--- config.mk ---
export PLATFORM = sky130hd
export DESIGN_NAME = iline_fill_responder
export DESIGN_NICKNAME = d
export VERILOG_FILES = /design/src/rtl/iline_fill_responder_pkg.sv /design/src/rtl/iline_fill_responder_word_seq.sv /design/src/rtl/iline_fill_responder.sv
export SDC_FILE = /design/constraint.sdc
export NUM_CORES = 1
export LEC_CHECK = 0
export CORE_ASPECT_RATIO = 0.6
export CORE_MARGIN = 5
export CORE_UTILIZATION = 35
export DETAILED_ROUTE_END_ITERATION = 8
export GPL_ROUTABILITY_DRIVEN = 0
export SLEW_MARGIN = 20
export SYNTH_ARGS = -nofsm -noshare
export SYNTH_HDL_FRONTEND = slang
export SYNTH_SLANG_ARGS = --single-unit
--- constraint.sdc ---
create_clock -name clk_i -period 4.6 [get_ports clk_i]
set_input_delay 0.92 -clock clk_i [delete_from_list [all_inputs] [get_ports clk_i]]
set_output_delay 0.92 -clock clk_i [all_outputs]
set_load 0.02 [all_outputs]
--- src/rtl/iline_fill_responder_pkg.sv ---
// Shared types and derived constants for the instruction line-fill responder.
package ceres_param;

  localparam int XLEN      = 32;
  localparam int BLK_SIZE  = 128;
  localparam int IL_WORDS  = BLK_SIZE / XLEN;
  localparam int IL_IDX_W  = $clog2(IL_WORDS);
  localparam int IL_OFF_W  = $clog2(BLK_SIZE / 8);
  localparam int IL_BYTE_W = $clog2(XLEN / 8);
  localparam int IL_CNT_W  = IL_IDX_W + 1;

  typedef struct packed {
    logic            valid;
    logic            ready;
    logic [XLEN-1:0] addr;
    logic            uncached;
  } ilowX_req_t;

  typedef struct packed {
    logic                valid;
    logic                ready;
    logic [BLK_SIZE-1:0] blk;
  } ilowX_res_t;

  typedef enum logic [1:0] {
    IL_IDLE,
    IL_FILL,
    IL_RESP,
    IL_DRAIN
  } iline_fill_state_e;

  function automatic logic [IL_IDX_W-1:0] il_word_idx(input logic [XLEN-1:0] addr);
    return addr[IL_OFF_W-1:IL_BYTE_W];
  endfunction

endpackage

--- src/rtl/iline_fill_responder_word_seq.sv ---
// Issue/receive word sequencing and outstanding-read credit for one line fill.
module iline_word_seq
  import ceres_param::*;
(
  input  logic                clk,
  input  logic                rst,
  input  logic                clear,
  input  logic [IL_IDX_W-1:0] start,
  input  logic                issue_inc,
  input  logic                recv_inc,
  output logic [IL_IDX_W-1:0] issue_idx,
  output logic [IL_IDX_W-1:0] recv_idx,
  output logic [IL_CNT_W-1:0] issued,
  output logic [IL_CNT_W-1:0] received,
  output logic [IL_CNT_W-1:0] inflight
);

  logic [IL_IDX_W-1:0] start_q;

  always_ff @(posedge clk) begin
    if (rst) begin
      issued   <= '0;
      received <= '0;
      inflight <= '0;
      start_q  <= '0;
    end else if (clear) begin
      issued   <= '0;
      received <= '0;
      inflight <= '0;
      start_q  <= start;
    end else begin
      if (issue_inc) issued <= issued + 1'b1;
      if (recv_inc) received <= received + 1'b1;
      if (issue_inc && !recv_inc)      inflight <= inflight + 1'b1;
      else if (!issue_inc && recv_inc) inflight <= inflight - 1'b1;
    end
  end

  // Index arithmetic wraps naturally in IL_IDX_W bits.
  assign issue_idx = start_q + issued[IL_IDX_W-1:0];
  assign recv_idx  = start_q + received[IL_IDX_W-1:0];

endmodule

--- src/rtl/iline_fill_responder.sv ---
// Instruction line-fill responder: fetches a cache line (or one uncached word) over an
// in-order word memory port. Optional critical-word-first ordering via ILINE_CWF_EN.
module iline_fill_responder
  import ceres_param::*;
#(
  parameter int MAX_OUTSTANDING = 2
) (
  input  logic            clk_i,
  input  logic            rst_i,
  input  logic            flush_i,
  input  ilowX_req_t      lx_ireq_i,
  output ilowX_res_t      lx_ires_o,
  output logic            mem_req_o,
  output logic [XLEN-1:0] mem_addr_o,
  input  logic            mem_gnt_i,
  input  logic            mem_rvalid_i,
  input  logic [XLEN-1:0] mem_rdata_i,
  output logic            busy_o
);

  localparam logic [IL_CNT_W-1:0] MAX_OS = IL_CNT_W'(MAX_OUTSTANDING);

  iline_fill_state_e            state;
  logic [XLEN-IL_OFF_W-1:0]     line_tag;
  logic [IL_CNT_W-1:0]          beats;
  logic [BLK_SIZE-1:0]          blk;
  logic                         accept;
  logic                         issue_inc;
  logic                         recv_inc;
  logic [IL_IDX_W-1:0]          start_idx;
  logic [IL_IDX_W-1:0]          issue_idx;
  logic [IL_IDX_W-1:0]          recv_idx;
  logic [IL_CNT_W-1:0]          issued;
  logic [IL_CNT_W-1:0]          received;
  logic [IL_CNT_W-1:0]          inflight;
  logic [IL_CNT_W-1:0]          inflight_nxt;
  logic                         unused_ok;

  assign unused_ok = ^lx_ireq_i.addr[IL_BYTE_W-1:0];

`ifdef ILINE_CWF_EN
  assign start_idx = il_word_idx(lx_ireq_i.addr);
`else
  assign start_idx = lx_ireq_i.uncached ? il_word_idx(lx_ireq_i.addr) : '0;
`endif

  assign accept    = (state == IL_IDLE) && lx_ireq_i.valid && lx_ireq_i.ready && !flush_i;
  assign mem_req_o = (state == IL_FILL) && (issued < beats) && (inflight < MAX_OS);
  assign mem_addr_o = mem_req_o ? {line_tag, issue_idx, {IL_BYTE_W{1'b0}}} : '0;
  assign issue_inc = mem_req_o && mem_gnt_i;
  assign recv_inc  = mem_rvalid_i && ((state == IL_FILL) || (state == IL_DRAIN));

  always_comb begin
    inflight_nxt = inflight;
    if (issue_inc && !recv_inc)      inflight_nxt = inflight + 1'b1;
    else if (!issue_inc && recv_inc) inflight_nxt = inflight - 1'b1;
  end

  iline_word_seq u_seq (
    .clk       (clk_i),
    .rst       (rst_i),
    .clear     (accept),
    .start     (start_idx),
    .issue_inc (issue_inc),
    .recv_inc  (recv_inc),
    .issue_idx (issue_idx),
    .recv_idx  (recv_idx),
    .issued    (issued),
    .received  (received),
    .inflight  (inflight)
  );

  always_ff @(posedge clk_i) begin
    if (rst_i) begin
      state    <= IL_IDLE;
      line_tag <= '0;
      beats    <= '0;
      blk      <= '0;
    end else begin
      case (state)
        IL_IDLE: begin
          if (accept) begin
            state    <= IL_FILL;
            line_tag <= lx_ireq_i.addr[XLEN-1:IL_OFF_W];
            beats    <= lx_ireq_i.uncached ? IL_CNT_W'(1) : IL_CNT_W'(IL_WORDS);
            blk      <= '0;
          end
        end
        IL_FILL: begin
          for (int i = 0; i < IL_WORDS; i++)
            if (recv_inc && (recv_idx == IL_IDX_W'(i))) blk[i*XLEN +: XLEN] <= mem_rdata_i;
          // Flush wins over completion; reads still in flight must be drained.
          if (flush_i)
            state <= (inflight_nxt == '0) ? IL_IDLE : IL_DRAIN;
          else if (recv_inc && ((received + 1'b1) == beats))
            state <= IL_RESP;
        end
        IL_RESP:  state <= IL_IDLE;
        IL_DRAIN: if (inflight_nxt == '0) state <= IL_IDLE;
        default:  state <= IL_IDLE;
      endcase
    end
  end

  assign lx_ires_o.valid = (state == IL_RESP);
  assign lx_ires_o.ready = (state == IL_IDLE);
  assign lx_ires_o.blk   = blk;
  assign busy_o          = (state != IL_IDLE);

`ifndef SYNTHESIS
  always_ff @(posedge clk_i)
    if (!rst_i && (state == IL_IDLE))
      assert (!mem_rvalid_i) else $error("mem_rvalid_i asserted while idle");
`endif

endmodule

After elaboration in Yosys (flattened, before gate mapping)

Index checks and enable logic that the tools add are counted.

Bits in registers: 172
Input port bits: 72
Output and inout port bits: 164
Word-level logic and storage cells: 80

Add/sub/neg operators: 6
Order comparisons: 2
Equal/unequal tests: 14
Muxes and demuxes: 17
Reductions and logical operators: 30

Operator list:

| cell                                                | number |
|---|---|
| one-hot mux 128 bit (2 select lines)                | 1 |
| two-way mux 32 bit                                  | 5 |
| two-way mux 128 bit                                 | 1 |
| AND reduction 3 bit                                 | 5 |
| logical AND 1 bit                                   | 14 |
| two-way mux 2 bit                                   | 6 |
| != test 2 x 1 -> 1 bit, second input constant       | 6 |
| adder 3 x 1 -> 3 bit, second input constant         | 3 |
| two-way mux 3 bit                                   | 3 |
| equality test 2 bit, second input constant          | 4 |
| one-hot mux 2 bit (4 select lines)                  | 1 |
| adder 2 bit                                         | 2 |
| equality test 2 x 1 -> 1 bit, second input constant | 2 |
| zero test 2 bit                                     | 2 |
| nonzero test 2 bit                                  | 2 |
| equality test 3 bit                                 | 1 |
| zero test 1 bit                                     | 3 |
| zero test 3 bit                                     | 1 |
| < comparator 3 x 2 -> 1 bit, second input constant  | 1 |
| < comparator 3 bit                                  | 1 |
| != test 3 x 2 -> 1 bit, second input constant       | 1 |
| subtractor 3 x 1 -> 3 bit, second input constant    | 1 |
| AND reduction 2 bit                                 | 1 |
| OR reduction 2 bit                                  | 1 |
| logical OR 1 bit                                    | 1 |

Logic depth before layout (Yosys ltp)

Gate-level depths: netlist (run 1).

Word-level depth: 12
Gate-level depth with buffers: 8

Modules after synthesis

From an unflattened synthesis (run 1), not the netlist that was laid out.

Cells, all modules: 802
Area, all modules: 6999.2 µm²

Modules (own cells, without submodules):

| module               | times used | cells each | area each (µm²) | seq. area each (µm²) |
|---|---|---|---|---|
| iline_fill_responder | 1          | 751        | 6478.7          | 3203.1 |
| iline_word_seq       | 1          | 51         | 520.5           | 220.2 |

Worst setup path after synthesis (run 1)

Ideal clock, no wire load.

Kind: reg2out
From: reg beats[2]
To: out mem_addr_o[3]
Arrival: 2.076 ns
Data required time: 3.680 ns
Path slack: 1.604 ns
Cell stages (with the launch flop): 7
Path buffers: 1
Cell sequence: dfxtp_1 inv_1 ha_1 or4_2 a21oi_1 clkbuf_1 and2_1

Word-level cells in the longest chain between the ends: 4

Ends and longest elaborated chain:

| item                           | line                       | source |
|---|---|---|
| start: declaration             | iline_fill_responder.sv:25 | `logic [IL_CNT_W-1:0] beats;` |
| start signal: assignment       | iline_fill_responder.sv:85 | `beats <= lx_ireq_i.uncached ? IL_CNT_W'(1) : IL_CNT_W'(IL_WORDS);` |
| < comparator 3 bit             | iline_fill_responder.sv:48 | `assign mem_req_o = (state == IL_FILL) && (issued < beats) && (inflight < MAX_OS);` |
| logical AND 1 bit (2 in a row) | iline_fill_responder.sv:48 |  |
| named net mem_req_o            | iline_fill_responder.sv:13 | `output logic mem_req_o,` |
| two-way mux 32 bit             | iline_fill_responder.sv:49 | `assign mem_addr_o = mem_req_o ? {line_tag, issue_idx, {IL_BYTE_W{1'b0}}} : '0;` |
| end: declaration               | iline_fill_responder.sv:14 | `output logic [XLEN-1:0] mem_addr_o,` |

The timed path passes the listed nets, and every way through them passes these cells.

Worst setup path after layout (run 1)

From: reg state[1]
To: out mem_addr_o[29]

Word-level cells in the longest chain between the ends: 4

Ends and longest elaborated chain:

| item                           | line                       | source |
|---|---|---|
| start: declaration             | iline_fill_responder.sv:23 | `iline_fill_state_e state;` |
| start signal: assignment       | iline_fill_responder.sv:94 | `state <= (inflight_nxt == '0) ? IL_IDLE : IL_DRAIN;` |
| equality test 2 x 1 -> 1 bit   | iline_fill_responder.sv:48 |  |
| logical AND 1 bit (2 in a row) | iline_fill_responder.sv:48 |  |
| two-way mux 32 bit             | iline_fill_responder.sv:49 |  |

Every way passes these cells.

==> qor.txt, run 1 <==
YOSYS
--------------------------------------------------------------------------------
FFs w/ async S/R, synth                                                        0
Leading register cell type out of synthesis                              dfxtp_1
Largest family of logic cells by synthesized area                   simple AND/OR/NAND/NOR gates
Post-Synthesis Cell Area                                            0.00684 sq mm
Area share of xor/xnor cells in the synthesized design                    0.0214
Synth Area in Compound Gates                                               0.143
Multiplexer share of the synthesized area                                0.00512
Sequential cell area fraction in the yosys report                          0.501
Simple-gate share of the synthesized area                                  0.269
Distinct cell type count after synthesis                                      44
Count of flip-flops with a built-in enable after synthesis                     0
Post-synthesis adder-cell area fraction                                   0.0128
Number of warnings issued by yosys                                             0
Synthesis-stage register bit count                                           171
Number of instances in the synthesized netlist                               874
Average instance area after synthesis                                 7.83 sq um

DIE
--------------------------------------------------------------------------------
Vert. Die Dim                                                        118 microns
Die span in x                                                        190 microns
Placeable Area                                                      0.0191 sq mm
Number of top-level design ports                                             236
Floorplan die area                                                  0.0225 sq mm
Site row count                                                                39
Starting density of the core                                               0.358

JOB
--------------------------------------------------------------------------------
Maximum Capacitance Violations                                                 0

FINAL LAYOUT
--------------------------------------------------------------------------------
Area taken by flip-flops and latches                                0.00342 sq mm
Cell area after layout                                              0.00990 sq mm
# fillers                                                                  1,850
Fraction of final layout cells with drive strength greater than 1         0.0539
Synthesis-to-finish area growth                                            44.7%
Most used cells in the layout excluding fill and tap cells          clkdlybuf4s50_1 (230), nand2_1 (195), dfxtp_1 (171)
Final layout net count                                                     1,143
Commonest non-fill, non-tap cell in the layout                      clkdlybuf4s50_1
Number of antenna repair diodes                                                0
Area used by multi-input combinational logic                        0.00314 sq mm

POWER AND IR DROP
--------------------------------------------------------------------------------
Leak                                                                  0.00331 uW
VDD IR max                                                              0.220 mV
Total power divided by cell area                                     320 mW/mm^2

HOLD PATH
--------------------------------------------------------------------------------
Worst hold path class                                                 reg -> reg
Hold path startpoint                                                 line_tag[5]

CLOCK TREE
--------------------------------------------------------------------------------
CTS tree                                                                     yes
Clock tree root driver cell                                            clkbuf_16
Num Clock Sinks                                                              171
Worst-Skew Late Latency                                                  0.43 ns
Number of H-tree branching levels                                              4
Count of cells resized by post-cts repair                                      0
Number of buffers between clock root and the deepest sink                      2
Count of hold-fix buffers inserted at cts                                      0
Total CTS buffers                                                             17
Clock-pin slew on the worst setup and hold paths                         0.06 ns
Total setup buffers inserted after CTS                                         0

STA
--------------------------------------------------------------------------------
Final worst path period need                                             3.96 ns
Rel. slew slack                                                            0.318
Final number of setup-violating endpoints                                      0
Slew at the pin closest to its max-slew limit                            1.02 ns
RSZ-0062 raised after global routing                                          no
Worst-case clock skew                                                 0.00850 ns
Count of pins over their slew limit                                            0
Max Clk Rate                                                             253 MHz
Final hold violations                                                          0
Share of the clock period used by the worst path after layout              0.861
Setup Total Neg Slack                                                       0 ns

SETUP PATH
--------------------------------------------------------------------------------
Worst-path fanout max                                                         31
Capturing element type of the critical path                          output port
Signal arrival time at the worst endpoint                                3.04 ns
Launching instance or port of the critical path                         state[1]
Category of the critical setup timing path                            reg -> out
FF-to-FF Start                                                          beats[2]
Reg2reg setup slack                                                      2.01 ns
Nature of the critical path startpoint                                  register
Worst endpoint required time                                             3.68 ns

DRT
--------------------------------------------------------------------------------
Number of DRC violations after detailed-routing iteration 0                  432
First-pass DRT Iterations                                                      5
Final Routed Wirelength                                             23,300 microns
Drc violations                                                                 0
Via count of the routed design                                             6,523
Via count normalized by instance count                                      4.86
Routed wirelength normalized by instance count                      17.3 microns
Count of nets left with antenna violations after detail routing                0

PLACED DESIGN
--------------------------------------------------------------------------------
Detailed placement HPWL                                             15,600 microns
Area after DPL                                                      0.00934 sq mm
IO Port Bufs                                                                 231

GLOBAL ROUTE
--------------------------------------------------------------------------------
Number of global-route vias before repair                                  6,111
Initial antenna violation count                                                0
Global Route met2 Usage                                                    0.289
Residual overflow from global routing                                          0
Global-route wire length before repair                              36,100 microns
Maximum number of pins on one net before global-route repair                  93
M3 GR Usage                                                               0.0804
Grt met1 use                                                               0.285
Most congested layer reported by global routing                             met2
Total routing usage reported by global routing                             0.202

RUN STATUS
--------------------------------------------------------------------------------
Result of the run                                                   finished clean

[per-layer routing]
metal  wire length, microns  vias to the layer above
met1                  11300                     3024
li1                       -                     3272
met3                   2240                       18
met2                   9470                      209
met4                    259                        0
met5                      0                        -
[worst max-delay path, stage by stage (launching register included)]
cell             delay [ns]
dfxtp_1                0.51
nand2b_1               0.32
or4_2                  0.56
a21oi_1                0.13
buf_4                  0.28
and2_1                 0.17
clkdlybuf4s50_1        0.64
[worst paths after layout]
kind | end | cells past startpoint
max reg2reg | state[1] | 7
max | mem_addr_o[29] | 6
min | line_tag[5] | 2
min reg2reg | line_tag[5] | 2
[stage by stage]
| step | instances | setup WS [ns] | hold WS [ns] | util | power (uW) |
|---|---|---|---|---|---|
| global placement | 1311 | 1.12 | 0.441 | 0.488 | 1830 |
| detailed placement | 1311 | 1.09 | 0.443 | 0.488 | 1830 |
| global route | 1343 | 0.466 | 0.467 | 0.517 | 3300 |
| floorplan | 875 | 1.60 | 0.432 | - | 1680 |
| finish | 1343 | 0.640 | 0.450 | 0.517 | 3170 |
| CTS | 1343 | 0.622 | 0.451 | 0.517 | 3210 |
[cell type report]
type / instances / share of cell area
sequential: 171 / 0.346
inverter: 5 / 0.00190
multi-input combinational: 627 / 0.318
clock inverter: 6 / 0.00619
clock buffer: 26 / 0.0504
tap: 266 / 0.0336
timing repair buffer: 242 / 0.244
[synthesized netlist by cell type (2+ instances only)]
master      n  area [sq um]
nand2_1   195           732
dfxtp_1   171          3420
a21oi_1   164           821
nand3_1    99           495
nor2_1     76           285
clkbuf_1   62           233
and2_1     31           194
xnor2_1    12           105
ha_1        7          87.6
buf_4       6          45.0
inv_1       5          18.8
a21o_1      3          22.5
buf_2       3          15.0
nor3_1      3          15.0
a211oi_2    2          25.0
a31oi_1     2          12.5
mux2i_1     2          20.0
nand2b_1    2          12.5
nor2b_1     2          12.5
o21bai_1    2          15.0
xor2_1      2          17.5
[flip-flops by register name, indices dropped and copies added (netlist names)]
| name | flops |
|---|---|
| blk | 128 |
| beats | 2 |
| u_seq.issued | 3 |
| line_tag | 28 |
| u_seq.start_q | 2 |
| state | 2 |
| u_seq.received | 3 |
| u_seq.inflight | 3 |
[kinds of logic after synthesis]
kind of cell	count (synthesis)
other cells	1
simple gates	419
mux	3
fa+ha+maj	7
compound gates	181
buf+inv	77
flops	171
xor+xnor	15
[report_power, final]
| part | internal, uW | switching [uW] |
|---|---|---|
| clock network | 802 | 570 |
| logic | 110 | 172 |
| registers | 1500 | 13.8 |
| total | 2410 | 755 |
Power figures use the tool's default switching activity.
==> run 2: changes to the inputs <==
TNS_END_PERCENT = 100   (was not set)
==> results of run 2 <==
Final layout, timing and power as in run 1 (identical DEF).
==> patch 1: new RTL, settings of run 1 <==
Change the package constant `XLEN` from 32 to 64.
--- a/src/rtl/iline_fill_responder_pkg.sv
+++ b/src/rtl/iline_fill_responder_pkg.sv
@@ -1,7 +1,7 @@
 // Shared types and derived constants for the instruction line-fill responder.
 package ceres_param;
 
-  localparam int XLEN      = 32;
+  localparam int XLEN      = 64;
   localparam int BLK_SIZE  = 128;
   localparam int IL_WORDS  = BLK_SIZE / XLEN;
   localparam int IL_IDX_W  = $clog2(IL_WORDS);
Ports: changed (resized lx_ireq_i, mem_addr_o and mem_rdata_i); port bits go from 236 to 332. The function was not compared with the original's and may differ.
==> patch 1 against run 1 <==
  * Sequential cell count grew 28
  * Cell area grew 19%
  * Routed wire length grew 6.6%
  * Setup slack gained 0.10 ns
  * Critical path depth is the same
  * Maximum frequency grew 2.7%
  * Synthesized area grew 13%
  * Register-to-register slack gained 0.37 ns
  * Power grew 13%
  * Die area grew 12%
  * Largest power group unchanged
  * Highest routed layer is now met5
==> patch 1: results (changes against run 1) <==
Route
  • DR vias/cell: 4.78 (-1.6%)
  • DR WL met2: 11.1 mm (+17%)
  • Met1 Wirelength: 11.4 mm (+0.70%)
  • Per-cell routed wire length: 16.8 microns (-3.3%)
  • Top Metal Used: met5

Global route
  • Vias in the first global route: 6947 (+14%)
  • Met1 capacity usage during global routing: 24.5% (-4.1 points)
  • Total GRT Usage: 19.0% (-1.2 points)
  • Met2 Usage GRT: 29.5% (+0.62 points)
  • Initial antenna violation count: 1 (+1)
  • Global-route wire length before repair: 38.8 mm (+7.6%)

Yosys
  • Synth Area in XOR/XNOR: 1.13% (-1.0 points)
  • Most frequent cells after synthesis: dfxtp_1, nand2_1, o21ai_0
  • Cell variety after synth: 33 (-25%)
  • Proportion of synthesized area in mux cells: 0% (-0.51 points)
  • Post-synthesis compound-gate area fraction: 14.0% (-0.32 points)
  • Adder-cell share of the synthesized area: 0.162% (-1.1 points)
  • Synth area leaders: dfxtp_1, nand3b_1, nand2_1, o21ai_0, and2_1

Finish
  • Layout cells sized above 1: 4.19% (-1.2 points)
  • ANT cells: 0 (unchanged)
  • Final nets: 1318 (+15%)
  • Fill cells: 2048 (+11%)
  • Largest regs: blk (128), line_tag (60)

STA
  • Fin crit share: 83.8% (-2.2 points)
  • Skew final: 0.00921 ns (+0.000713 ns)
  • Worst-margin pin slew: 0.820 ns (-0.204 ns)

Setup path
  • R2R Setup Slk: 2.38 ns (+0.37 ns)
  • Worst EP arrival: 2.94 ns (-0.10 ns)
  • Worst-path maximum fanout: 64 (+110%)

Status
  • Status: finished, final reports clean

Power and ir drop
  • LEAKAGE: 0.00395 uW (+19%)
  • VDD IR max: 0.244 mV (+11%)

Place
  • Port buffer count: 325 (+41%)
  • Post-DP HPWL: 16.9 mm (+8.6%)
  • Setup WS pre-CTS: 1.20 ns (+0.108 ns)
-- patch 1: changes by cell type after synthesis, moves of 6 or more --
cell      delta
nor2_1      -71
nand3_1     -95
and2_1      +30
xnor2_1     -11
dfxtp_1     +28
buf_1        +7
a21oi_1    -101
clkbuf_1    -11
ha_1         -6
buf_2       +16
o21ai_0    +130
nand3b_1   +128
xor2_1       +7
-- patch 1: metrics by stage --
step / cell area [sq um] / utilization (%) / hold slack (ns) / std cells
floorplan: 7750 / - / 0.432 / 906
global placement: 11200 / 51.1 / 0.437 / 1448
detailed placement: 11200 / 51.1 / 0.442 / 1448
CTS: 11800 / 53.7 / 0.452 / 1480
global route: 11800 / 53.7 / 0.463 / 1480
finish: 11800 / 53.7 / 0.449 / 1480
-- patch 1: final timing paths --
| check | from | end | cells past startpoint |
|---|---|---|---|
| min reg2reg | line_tag[31]$_SDFFE_PP0P_ | line_tag[31]$_SDFFE_PP0P_ | 2 |
| max | beats[1]$_SDFFE_PP0P_ | mem_addr_o[26] | 6 |
| min | line_tag[31]$_SDFFE_PP0P_ | line_tag[31]$_SDFFE_PP0P_ | 2 |
| max reg2reg | beats[1]$_SDFFE_PP0P_ | u_seq.inflight[0]$_SDFF_PP0_ | 7 |
-- patch 1: where the power goes --
part	total [uW]	internal, uW	switching [uW]	leakage [uW]
clock network	1510	859	648	0.000280
logic	309	164	145	0.00206
registers	1760	1750	14.8	0.00161
-- patch 1: area by class of cell --
cell class,count,area share (%)
inverter,3,0.0956
timing repair buffer,336,28.7
multi-input combinational,624,29.3
clock inverter,7,0.786
sequential,199,33.8
tap,286,3.04
clock buffer,25,4.21
-- patch 1: worst max-delay path, delay by kind of cell (launching register included) --
kind	cells	cell delay, ns
fa+ha+maj	1	0.36
buf+inv	3	1.22
simple gates	1	0.22
compound gates	1	0.30
flops	1	0.36
==> patch 2: new RTL, flow settings as in run 1 <==
Made on the original files. Encoding of `iline_fill_state_e`: now one-hot (4 bits for 4 states).
--- a/src/rtl/iline_fill_responder_pkg.sv
+++ b/src/rtl/iline_fill_responder_pkg.sv
@@ -22,11 +22,11 @@
     logic [BLK_SIZE-1:0] blk;
   } ilowX_res_t;
 
-  typedef enum logic [1:0] {
-    IL_IDLE,
-    IL_FILL,
-    IL_RESP,
-    IL_DRAIN
+  typedef enum logic [3:0] {
+    IL_IDLE  = 4'b0001,
+    IL_FILL  = 4'b0010,
+    IL_RESP  = 4'b0100,
+    IL_DRAIN = 4'b1000
   } iline_fill_state_e;
 
   function automatic logic [IL_IDX_W-1:0] il_word_idx(input logic [XLEN-1:0] addr);
Check against the original RTL: same outputs for any inputs over 4 cycles, from zero or initial values and one cycle with rst_i high; so few cycles prove little.
==> patch 2 against run 1 <==
  * Power rose by 4.5%
  * Combinational power fell by 33%
  * Routed wire length rose by 2.2%
  * Cell area rose by 1.1%
  * Sequential cell count rose by 2
  * Cell count fell by 1.5%
  * Synthesized area fell by 0.42%
  * Setup slack improved by 0.19 ns
==> patch 2: results (changes against run 1) <==
Finish
  • Non-CTS inverters: 6 (+1)
  • Area grow syn2layout: 46.9%
  • Multi-Input Combinational: 605 (-3.5%)
  • Nonclk buf count: 241 (-0.41%)
  • Clock buffers: 18 (-31%)
  • Largest regs: blk (128), line_tag (28), state (4)
  • Fraction of area in multi-input gates: 31.1% (-0.65 points)
  • Layout cells sized above 1: 5.77% (+0.39 points)
  • Final nets: 1123 (-1.7%)
  • Register share of the cell area: 34.6% (about the same)
  • Signal buf overhead: 24.2% (-0.26 points)
  • Clock-cell share: 6.54% (+0.88 points)
  • Fill cells: 1800 (-2.7%)

Status
  • Status: finished, final reports clean

Clocking
  • Post-CTS resize count: 0 (unchanged)
  • Reg clk slew, reported paths: around 0.070 ns
  • Post-CTS Setup Repair Bufs: 0 (unchanged)

Global route
  • M3 GR Usage: 10.0% (+2.0 points)
  • Largest net degree at the start of global routing: 76 (-18%)
  • Met1 capacity usage during global routing: 28.8% (+0.23 points)
  • Total GRT Usage: 20.8% (+0.59 points)
  • Met2 Usage GRT: 29.6% (+0.73 points)
  • Vias in the first global route: 6515 (+6.6%)
  • Global-route wire length before repair: 36.9 mm (+2.4%)

Route
  • DR WL met2: 9.69 mm (+2.3%)
  • DR vias/cell: 5.02 (+3.3%)
  • Top Metal Used: met4
  • Met3 WL: 2.83 mm (+26%)
  • Total routed wirelength: 23.8 mm (+2.2%)
  • Met1 Wirelength: 11.1 mm (-1.6%)
  • DRT iter0 DRCs: 535 (+24%)

Yosys
  • Most frequent cells after synthesis: nand2_1, dfxtp_1, a21oi_1
  • Avg Inst Size Synth: 7.96 sq um (+1.7%)
  • #FFs+latches synth: 173 (+1.2%)
  • Post-synthesis async set-or-reset flop share: 0% (unchanged)
  • Synth Area in XOR/XNOR: 2.06% (-0.083 points)
  • Synth area leaders: dfxtp_1, a21oi_1, nand2_1, nand3_1, clkbuf_1
  • Sequential-to-total area share from yosys stat: 50.9% (+0.80 points)
  • Post-synthesis compound-gate area fraction: 14.3% (about the same)
  • Cell variety after synth: 42 (-4.5%)
  • Adder-cell share of the synthesized area: 1.29% (+0.0054 points)
  • Proportion of synthesized area in mux cells: 0.294% (-0.22 points)

Min path
  • Min-delay src: blk[91]$_SDFFE_PP0P_
  • Endpoint, Worst Hold: blk[91]$_SDFFE_PP0P_
  • HP Class: flip-flop to flip-flop

STA
  • Min Hold Slack: 0.448 ns (-0.00129 ns)
  • Worst-margin pin slew: 1.11 ns (+0.0889 ns)
  • Skew final: 0.0138 ns (+0.00532 ns)

Setup path
  • FF-to-FF path depth: 5 (-2)
  • Worst setup endpoint: mem_addr_o[16]
  • R2R Setup Slk: 1.90 ns (-0.11 ns)
  • Worst-path maximum fanout: 32 (+3.2%)
  • CP delay by family, top: buffers and inverters
  • Worst EP arrival: 2.85 ns (-0.19 ns)
  • FF-to-FF End: blk[12]$_SDFFE_PP0P_

Power and ir drop
  • VDD IR max: 0.215 mV (-2.2%)
  • LEAKAGE: 0.00324 uW (-2.0%)

Place
  • Post-DP HPWL: 15.6 mm (-0.29%)
  • Placed cell area: 9320 sq um (-0.16%)
## patch 2: changes by cell type in the layout (fill, tap and decap cells not counted), sizes merged, moves of 3 or more
cell | run 1 | this run
nor2 | 76 | 13
o21ai | 1 | 7
a211oi | 4 | 1
a21o | 4 | 1
inv | 5 | 8
bufinv | 1 | 5
clkinvlp | 1 | 5
nand3 | 99 | 133
nor3b | 0 | 3
clkbuf | 26 | 18
nor3 | 3 | 0
## patch 2: worst reg2reg max path, cell delays in order, from the launching register on
cell and delay [ns]:
dfxtp_1 0.49, nor4b_2 0.40, buf_4 0.55, buf_4 0.71
nand3_1 0.26, a21oi_1 0.21
## patch 2: metrics by stage
stage,worst slack (ns),util (%),std cells
finish,0.834,52.4,1323
global route,0.636,52.4,1323
global placement,1.30,48.9,1290
floorplan,1.64,-,857
detailed placement,1.29,48.9,1290
CTS,0.795,52.3,1322
## patch 2: where the power goes
| part | switching, uW | internal [uW] |
|---|---|---|
| Clock | 627 | 980 |
| Combinational | 115 | 74.3 |
| Sequential | 6.22 | 1510 |
